<file path="src/rtl/shake_ctrl.sv">
// shake_ctrl: job sequencer for a SHAKE128/SHAKE256 core.
//
// Takes a message as a stream of 64-bit words, drives the absorb and pad
// enables of the Keccak lane register file, launches the permutation at each
// rate-block boundary and then streams the requested number of output lanes.
// No message data passes through this block.
//
// Parameters:
//   OUT_LEN_W  width of the output-length field
//   RATE128    rate in 64-bit lanes for SHAKE128
//   RATE256    rate in 64-bit lanes for SHAKE256
//
// Ports:
//   clk, rst                 clock, synchronous active-high reset
//   abort                    (SHAKE_CTRL_ABORT_EN only) cancel the running job
//   start, mode, out_len     job launch; mode/out_len latched on start in IDLE
//   in_valid/in_ready        input word handshake
//   in_last, in_bytes        final-word marker and its valid byte count (0..8)
//   state_clr                zero all 25 lanes
//   lane_idx                 lane addressed by absorb / pad / squeeze
//   absorb_en                XOR input word into lane_idx
//   pad_head_en, pad_byte    XOR 0x1F into byte pad_byte of lane_idx
//   pad_tail_en              XOR 0x80 into byte 7 of lane_idx
//   perm_start, perm_done    permutation launch / completion pulses
//   out_valid/out_ready      squeeze handshake, data is lane lane_idx
//   busy, done               job in progress / one-cycle completion pulse
//
// Optional feature: define SHAKE_CTRL_ABORT_EN to add the abort input and the
// ABORT_WAIT state that drains an in-flight permutation before going idle.

module shake_ctrl #(
  parameter int OUT_LEN_W = 16,
  parameter int RATE128   = 21,
  parameter int RATE256   = 17
) (
  input  logic                 clk,
  input  logic                 rst,
`ifdef SHAKE_CTRL_ABORT_EN
  input  logic                 abort,
`endif
  input  logic                 start,
  input  logic                 mode,
  input  logic [OUT_LEN_W-1:0] out_len,
  input  logic                 in_valid,
  output logic                 in_ready,
  input  logic                 in_last,
  input  logic [3:0]           in_bytes,
  output logic                 state_clr,
  output logic [4:0]           lane_idx,
  output logic                 absorb_en,
  output logic                 pad_head_en,
  output logic [2:0]           pad_byte,
  output logic                 pad_tail_en,
  output logic                 perm_start,
  input  logic                 perm_done,
  output logic                 out_valid,
  input  logic                 out_ready,
  output logic                 busy,
  output logic                 done
);

`ifdef SHAKE_CTRL_ABORT_EN
  typedef enum logic [2:0] {
    ST_IDLE       = 3'd0,
    ST_ABSORB     = 3'd1,
    ST_HEAD       = 3'd2,
    ST_TAIL       = 3'd3,
    ST_PERM       = 3'd4,
    ST_SQUEEZE    = 3'd5,
    ST_DONE       = 3'd6,
    ST_ABORT_WAIT = 3'd7
  } state_t;
`else
  typedef enum logic [2:0] {
    ST_IDLE    = 3'd0,
    ST_ABSORB  = 3'd1,
    ST_HEAD    = 3'd2,
    ST_TAIL    = 3'd3,
    ST_PERM    = 3'd4,
    ST_SQUEEZE = 3'd5,
    ST_DONE    = 3'd6
  } state_t;
`endif

  state_t                 state_r, state_nx_s;
  state_t                 ret_r, ret_nx_s;        // where PERM resumes
  logic [4:0]             word_cnt_r, word_cnt_nx_s;
  logic [4:0]             sq_cnt_r, sq_cnt_nx_s;
  logic [OUT_LEN_W-1:0]   out_cnt_r, out_cnt_nx_s;
  logic                   mode_r;
  logic [OUT_LEN_W-1:0]   out_len_r;
  // High on every PERM cycle after the launch cycle, so perm_start is a
  // single pulse and a stray perm_done in the launch cycle is not taken.
  logic                   perm_issued_r;
  logic [4:0]             rate_m1_s;
  logic                   word_last_s;
  logic                   sq_last_s;
  logic                   out_last_s;

  assign rate_m1_s   = mode_r ? 5'(RATE256 - 1) : 5'(RATE128 - 1);
  assign word_last_s = (word_cnt_r == rate_m1_s);
  assign sq_last_s   = (sq_cnt_r == rate_m1_s);
  assign out_last_s  = (out_cnt_r == (out_len_r - {{(OUT_LEN_W-1){1'b0}}, 1'b1}));

  // Next-state, counter updates and output decode.
  always_comb begin
    state_nx_s    = state_r;
    ret_nx_s      = ret_r;
    word_cnt_nx_s = word_cnt_r;
    sq_cnt_nx_s   = sq_cnt_r;
    out_cnt_nx_s  = out_cnt_r;
    in_ready      = 1'b0;
    out_valid     = 1'b0;
    perm_start    = 1'b0;
    busy          = (state_r != ST_IDLE);
    done          = 1'b0;
    state_clr     = 1'b0;
    lane_idx      = 5'd0;
    absorb_en     = 1'b0;
    pad_head_en   = 1'b0;
    pad_byte      = 3'd0;
    pad_tail_en   = 1'b0;

    case (state_r)
      ST_IDLE: begin
        if (start && !rst) begin
          state_clr     = 1'b1;
          state_nx_s    = ST_ABSORB;
          word_cnt_nx_s = 5'd0;
          sq_cnt_nx_s   = 5'd0;
          out_cnt_nx_s  = {OUT_LEN_W{1'b0}};
        end else begin
          state_nx_s = ST_IDLE;
        end
      end

      ST_ABSORB: begin
        in_ready = 1'b1;
        lane_idx = word_cnt_r;
        if (in_valid) begin
          if (!in_last) begin
            absorb_en = 1'b1;
            if (word_last_s) begin
              state_nx_s    = ST_PERM;
              ret_nx_s      = ST_ABSORB;
              word_cnt_nx_s = 5'd0;
            end else begin
              word_cnt_nx_s = word_cnt_r + 5'd1;
            end
          end else if (in_bytes < 4'd8) begin
            // Short final word: head pad lands right after the data bytes.
            absorb_en   = (in_bytes != 4'd0);
            pad_head_en = 1'b1;
            pad_byte    = in_bytes[2:0];
            if (word_last_s) begin
              pad_tail_en = 1'b1;
              state_nx_s  = ST_PERM;
              ret_nx_s    = ST_SQUEEZE;
            end else begin
              state_nx_s = ST_TAIL;
            end
          end else begin
            // Full final word: head pad goes into byte 0 of the next lane,
            // which may be in the next block.
            absorb_en = 1'b1;
            if (word_last_s) begin
              state_nx_s    = ST_PERM;
              ret_nx_s      = ST_HEAD;
              word_cnt_nx_s = 5'd0;
            end else begin
              word_cnt_nx_s = word_cnt_r + 5'd1;
              state_nx_s    = ST_HEAD;
            end
          end
        end else begin
          state_nx_s = ST_ABSORB;
        end
      end

      ST_HEAD: begin
        pad_head_en = 1'b1;
        pad_byte    = 3'd0;
        lane_idx    = word_cnt_r;
        if (word_last_s) begin
          pad_tail_en = 1'b1;
          state_nx_s  = ST_PERM;
          ret_nx_s    = ST_SQUEEZE;
        end else begin
          state_nx_s = ST_TAIL;
        end
      end

      ST_TAIL: begin
        pad_tail_en = 1'b1;
        lane_idx    = rate_m1_s;
        state_nx_s  = ST_PERM;
        ret_nx_s    = ST_SQUEEZE;
      end

      ST_PERM: begin
        perm_start = !perm_issued_r;
        if (perm_issued_r && perm_done) begin
          state_nx_s = ret_r;
        end else begin
          state_nx_s = ST_PERM;
        end
      end

      ST_SQUEEZE: begin
        if (out_len_r == {OUT_LEN_W{1'b0}}) begin
          state_nx_s = ST_DONE;
        end else begin
          out_valid = 1'b1;
          lane_idx  = sq_cnt_r;
          if (out_ready) begin
            if (out_last_s) begin
              state_nx_s = ST_DONE;
            end else if (sq_last_s) begin
              state_nx_s   = ST_PERM;
              ret_nx_s     = ST_SQUEEZE;
              sq_cnt_nx_s  = 5'd0;
              out_cnt_nx_s = out_cnt_r + {{(OUT_LEN_W-1){1'b0}}, 1'b1};
            end else begin
              sq_cnt_nx_s  = sq_cnt_r + 5'd1;
              out_cnt_nx_s = out_cnt_r + {{(OUT_LEN_W-1){1'b0}}, 1'b1};
            end
          end else begin
            state_nx_s = ST_SQUEEZE;
          end
        end
      end

      ST_DONE: begin
        done       = 1'b1;
        state_nx_s = ST_IDLE;
      end

`ifdef SHAKE_CTRL_ABORT_EN
      ST_ABORT_WAIT: begin
        if (perm_done) begin
          state_nx_s = ST_IDLE;
        end else begin
          state_nx_s = ST_ABORT_WAIT;
        end
      end
`endif

      default: begin
        state_nx_s = ST_IDLE;
      end
    endcase

`ifdef SHAKE_CTRL_ABORT_EN
    // Abort wins over any handshake in the same cycle; lane writes are
    // suppressed so a cancelled job leaves no partial pad behind.
    if (abort) begin
      case (state_r)
        ST_ABSORB, ST_HEAD, ST_TAIL, ST_SQUEEZE: begin
          state_nx_s  = ST_IDLE;
          absorb_en   = 1'b0;
          pad_head_en = 1'b0;
          pad_tail_en = 1'b0;
        end
        ST_PERM: begin
          if (perm_issued_r && perm_done) begin
            state_nx_s = ST_IDLE;
          end else begin
            state_nx_s = ST_ABORT_WAIT;
          end
        end
        default: begin
          state_nx_s = state_nx_s;
        end
      endcase
    end else begin
      state_nx_s = state_nx_s;
    end
`endif
  end

  // State, counters and job parameters.
  always_ff @(posedge clk) begin
    if (rst) begin
      state_r       <= ST_IDLE;
      ret_r         <= ST_IDLE;
      word_cnt_r    <= 5'd0;
      sq_cnt_r      <= 5'd0;
      out_cnt_r     <= {OUT_LEN_W{1'b0}};
      mode_r        <= 1'b0;
      out_len_r     <= {OUT_LEN_W{1'b0}};
      perm_issued_r <= 1'b0;
    end else begin
      state_r       <= state_nx_s;
      ret_r         <= ret_nx_s;
      word_cnt_r    <= word_cnt_nx_s;
      sq_cnt_r      <= sq_cnt_nx_s;
      out_cnt_r     <= out_cnt_nx_s;
      perm_issued_r <= (state_r == ST_PERM) && (state_nx_s == ST_PERM);
      if ((state_r == ST_IDLE) && start) begin
        mode_r    <= mode;
        out_len_r <= out_len;
      end else begin
        mode_r    <= mode_r;
        out_len_r <= out_len_r;
      end
    end
  end

endmodule

</file>
<file path="config.mk">
export PLATFORM = sky130hd
export DESIGN_NAME = shake_ctrl
export DESIGN_NICKNAME = d
export VERILOG_FILES = /design/src/rtl/shake_ctrl.sv
export SDC_FILE = /design/constraint.sdc
export NUM_CORES = 1
export LEC_CHECK = 0
export BUFFER_PORTS_ARGS = -buffer_cell sky130_fd_sc_hd__buf_2
export CAP_MARGIN = 20
export CORE_ASPECT_RATIO = 0.7
export CORE_MARGIN = 4
export CORE_UTILIZATION = 35
export DETAILED_ROUTE_END_ITERATION = 10
export GPL_ROUTABILITY_DRIVEN = 0
export PLACE_DENSITY = 0.58
export SYNTH_ARGS = -nofsm -noshare
export SYNTH_HDL_FRONTEND = slang
export SYNTH_SLANG_ARGS = --single-unit
export TNS_END_PERCENT = 50
</file>
<file path="constraint.sdc">
create_clock -name clk -period 3.3 [get_ports clk]
set_input_delay 0.99 -clock clk [delete_from_list [all_inputs] [get_ports clk]]
set_output_delay 0.99 -clock clk [all_outputs]
set_load 0.02 [all_outputs]
</file>
---- After elaboration in Yosys (flattened, before gate mapping) ----
Cells that the tools add are included.
word-level totals
  latch bits .............................. 0
  input port bits ......................... 28
  memories ................................ 0
  RAM bits ................................ 0
  ROM bits ................................ 0
  bits in registers ....................... 50
operators by class
  multiply operators ...................... 0
  divide/modulo/power cells ............... 0
  bitwise logic cells ..................... 0
  add/sub/neg operators ................... 4
  mux-type cells .......................... 67
  reductions and logical operators ........ 17
  equal/unequal tests ..................... 19
  order comparisons ....................... 1
  shift-type cells ........................ 0
operator list
  cell                   count
  $mux 3                 26
  $mux 16                4
  $mux 5                 10
  $pmux 16 s2            1
  $pmux 5 s2             2
  $mux 1                 19
  $pmux 3 s6             1
  $add 16x1->16 const B  1
  $eq 16x16->1           1
  $logic_not 16->1       1
  $sub 16x1->16 const B  1
  $pmux 5 s3             1
  $eq 3x3->1 const B     4
  $ne 2x2->1 const B     6
  $pmux 3 s4             1
  $add 5x1->5 const B    2
  $eq 5x5->1             2
  $ne 3x3->1 const B     3
  $reduce_and 8->1       1
  $reduce_bool 4->1      2
  $eq 3x2->1 const B     2
  $reduce_and 5->1       1
  $logic_and 1x1->1      4
  $lt 4x4->1 const B     1
  9 further kinds        11

---- Longest topological paths before layout ----
  depth in word-level cells ............... 9
  depth in mapped cells ................... 12
  depth with buffers taken out ............ 10

---- Worst setup path before layout ----
Ideal clock, no wire load.
  path kind ............................... register to output
  from .................................... reg state_r[0]
  to ...................................... out pad_tail_en
  setup slack ............................. 32 ps
  stages on the path, launching flop included .. 6
  data arrival time ....................... 2278 ps
  cell sequence ........................... dfxtp_1 clkbuf_1 nor3b_1 and2_1 nand2_1 o21ai_0
between the ends
  longest elaborated chain between the ends .. 2
  elaborated cells between the ends (all ways) .. 4
  classes of those cells .................. eq/ne: 3; mux: 1
RTL lines
  element                                          RTL line  RTL
  start, declared                                  85        state_t state_r, state_nx_s;
  start signal, assigned                           293       state_r <= state_nx_s;
  $eq 3x2->1 / $eq 3x1->1 (equally long branches)  124       case (state_r)
  $pmux 1 s3 *                                     124
  end, declared                                    53        output logic pad_tail_en,
Every way passes the cells marked *; elsewhere a longest branch is shown, timed or not.

---- Final worst setup path ----
  from .................................... reg out_len_r[12]
  to ...................................... out lane_idx[1]
between the ends
  longest elaborated chain between the ends .. 3
RTL lines
  element                 RTL line  RTL
  start, declared         91        logic [OUT_LEN_W-1:0] out_len_r;
  start signal, assigned  290       out_len_r <= {OUT_LEN_W{1'b0}};
  start signal, assigned  301       out_len_r <= out_len;
  start signal, assigned  304       out_len_r <= out_len_r;
  $logic_not 16->1        210       if (out_len_r == {OUT_LEN_W{1'b0}}) begin
  $mux 5                  210
  $pmux 5 s3              124
  end, declared           49        output logic [4:0] lane_idx,
Every way passes these cells.

==> impl_metrics.json <==
{
  "antenna_found_initial": 0,
  "path_max_fanout": 8,
  "initial_core_util": 0.3592,
  "fp.dieArea_um2": 10940,
  "ant_nets": 0,
  "rows": 29,
  "detail_route.iter0.violations": 247,
  "vdd_drop_max_uv": 218.8,
  "area_growth_pct": 16.63,
  "slew_viol_final": 0,
  "diodes": 0,
  "synth_compound_area_frac": 0.2162,
  "placed_area_um2": 3632,
  "dr.pass1.iters": 5,
  "p_comb_frac": 0.247,
  "hp-class": "reg -> reg",
  "syn_inst": 443,
  "h-tree-depth": 2,
  "synth-seq-cells": 50,
  "post-route-min-period_ns": 3.224,
  "synth-edff-count": 0,
  "cts_made_buffers": 5,
  "routed_wl_um": 9522,
  "pre_cts_ws_ns": 0.2304,
  "setup_tns_ns": 0,
  "die_width_um": 123.3,
  "endpoint_kind": "output port",
  "ios": 45,
  "seqPwrFrac": 0.419,
  "synth.most_common_cell": "nand2_1",
  "grt_use_total": 0.1739,
  "synthSimpleGateAreaFrac": 0.3226,
  "final_cells": 609,
  "syn_area_per_cell_um2": 7.355,
  "total_power_mw": 1.588,
  "clock_path_buffers": 2,
  "dp_cells": 600,
  "ys_warn_count": 0,
  "fp.dieH_um": 88.73,
  "internal_power_mw": 1.088,
  "grt_max_degree": 33,
  "ys_types": 51,
  "syn-num-nets": 478,
  "synthAdderAreaFrac": 0.02688,
  "hold_start": "out_cnt_r[15]",
  "post-route-period-util": 0.9771,
  "skew_ns": 0.005039,
  "root_buffer": "clkbuf_16",
  "cp.required_ns": 2.31,
  "clock_sinks": 50,
  "synthMuxAreaShare": 0,
  "synth_common_cells": "66 x nand2_1, 51 x a21oi_1, 50 x dfxtp_1, 27 x nor2_1, 21 x inv_1",
  "rsz0062_at_grt": "no",
  "layout-drive-gt1-share": 0.1649,
  "cts_tree": "yes",
  "finalHoldViolCount": 0,
  "postSynth.asyncResetShare": 0,
  "r2r_start": "out_len_r[0]",
  "synthTopCellsByArea": "dfxtp_1 31%, a21oi_1 7.8%, nand2_1 7.6%, xnor2_1 3.8%, nor2_1 3.1%",
  "worstMarginPinSlew_ns": 0.6003,
  "fmax_ghz": 0.3101,
  "syn-cell-area_um2": 3258,
  "nets": 519,
  "setup_viol": 0,
  "slew_headroom": 0.5955,
  "switchingPower_mw": 0.4995,
  "status": "completed",
  "drv_cap": 0,
  "synth_top_family_by_area": "simple AND/OR/NAND/NOR gates",
  "synth_xor_area_frac": 0.06183,
  "port_buffers": 44,
  "clk_pin_slew_ns": 0.07,
  "ys_seq_area_frac": 0.3072,
  "netSwitchingFraction": 0.3146,
  "dp_hpwl_um": 7201,
  "vias": 3320,
  "grt_overflow_total": 0,
  "synth_top_area_share": 0.3072,
  "grt_pass1_vias": 2867,
  "insertion_delay_ns": 0.29,
  "power_density_nw_per_um2": 417.9,
  "grt_pass1_wl_um": 14880,
  "ys.flop_type": "dfxtp_1",
  "core_um2": 9071,
  "vias_per_cell": 5.452,
  "leakage_nw": 1.480,
  "crit_path_start": "out_len_r[12]",
  "drc": 0,
  "worstPathArrival_ns": 2.23,
  "path_class": "reg -> out",
  "power_frac_clock": 0.333,
  "wl_per_cell_um": 15.64,
  "startpoint_type": "register",
  "yosys.area.top_type": "dfxtp_1",
  "fin_ws_ns": 0.07562,
  "finalInstanceArea_um2": 3800
}
critical path, stage by stage, from the launching register on:
cell and delay (ns):
dfxtp_1 0.37, or4_4 0.51, nor4_2 0.26, nand4b_1 0.17
and2_4 0.24, a22o_1 0.25, buf_2 0.16
stage by stage:
stage	hold slack, ns	utilization
after CTS	0.5049	0.4170
after floorplan	0.4566	-
after global placement	0.4910	0.4004
final	0.5037	0.4189
after global routing	0.5163	0.4189
after detailed placement	0.4955	0.4004
cells by family (layout without fill, tap and decap cells):
family	Yosys count	in the layout
and+or+nand+nor	198	198
AOI/OAI and AO/OA	117	117
DFF	50	50
buffers and inverters	48	90
xor gates and xnor gates	23	23
adders and majority gates	7	7
what timing repair did:
action                                  4_1_cts  5_1_grt
pin swaps                                     0        1
setup buffers                                 0        1
gates cloned                                  0        0
endpoints found under the setup margin        5        5
gates resized for setup                       2        2
hold buffers                                  0        0
area by class of cell:
class                   instances  area [µm²]
fillers                       952        5271
repair buffers                 61       360.3
clock buffers                   7       142.6
well taps                     124       155.1
flip-flops and latches         50        1001
multi-input cells             345        2057
clock inverters                 1       5.005
inverters                      21       78.83
placed cells by master (no fill, tap or decap), types with 2 or more instances in the layout:
master and instances:
nand2_1 66, xor2_1 9, nor2b_1 2, buf_4 16, nor2_1 27, o21ai_1 11, nand4b_1 5, a22o_1 4
o21ai_0 19, clkbuf_16 5, and2_1 4, or3_1 12, or4_1 7, nor4_1 8, or4_4 3, nor3_1 10
o31a_1 2, o211ai_1 2, ha_1 7, a21o_1 6, xnor2_1 14, buf_2 44, inv_1 21, dfxtp_1 50
a31oi_1 5, and3_1 14, nand4_1 7, a21oi_1 51, nand3b_1 3, a31o_1 2, nor3b_1 3, nand3_1 16
nor4b_2 2, o22ai_1 3, a2111oi_2 2, o31ai_1 3
layer usage:
metal / global-route usage / routed length (µm) / part of all wire
met1: 0.2867 / 5090 / 0.53
met2: 0.2244 / 3662 / 0.38
met3: 0.03962 / 715 / 0.075
met4: 0.02714 / 53 / 0.0056
met5: 0 / 0 / 0
flip-flops by register name, indices dropped and copies added, names as in the netlist:
signal         count
ret_r              3
sq_cnt_r           5
perm_issued_r      1
word_cnt_r         5
out_len_r         16
out_cnt_r         16
mode_r             1
state_r            3
power by group through the flow:
stage | Sequential (mW) | Combinational, mW | Clock, mW
detailed placement | 0.678 | 0.378 | 0
global route | 0.669 | 0.432 | 0.568
floorplan | 0.659 | 0.279 | 0
finish | 0.666 | 0.393 | 0.529
global placement | 0.677 | 0.373 | 0
CTS | 0.664 | 0.380 | 0.541
final timing paths:
path                    to  slack [ns]  cells past startpoint
max            lane_idx[1]        0.08                      6
min          out_cnt_r[15]        0.50                      2
max reg2reg       ret_r[0]        0.25                     10
min reg2reg  out_cnt_r[15]        0.50                      2
Power figures use the tool's default switching activity.
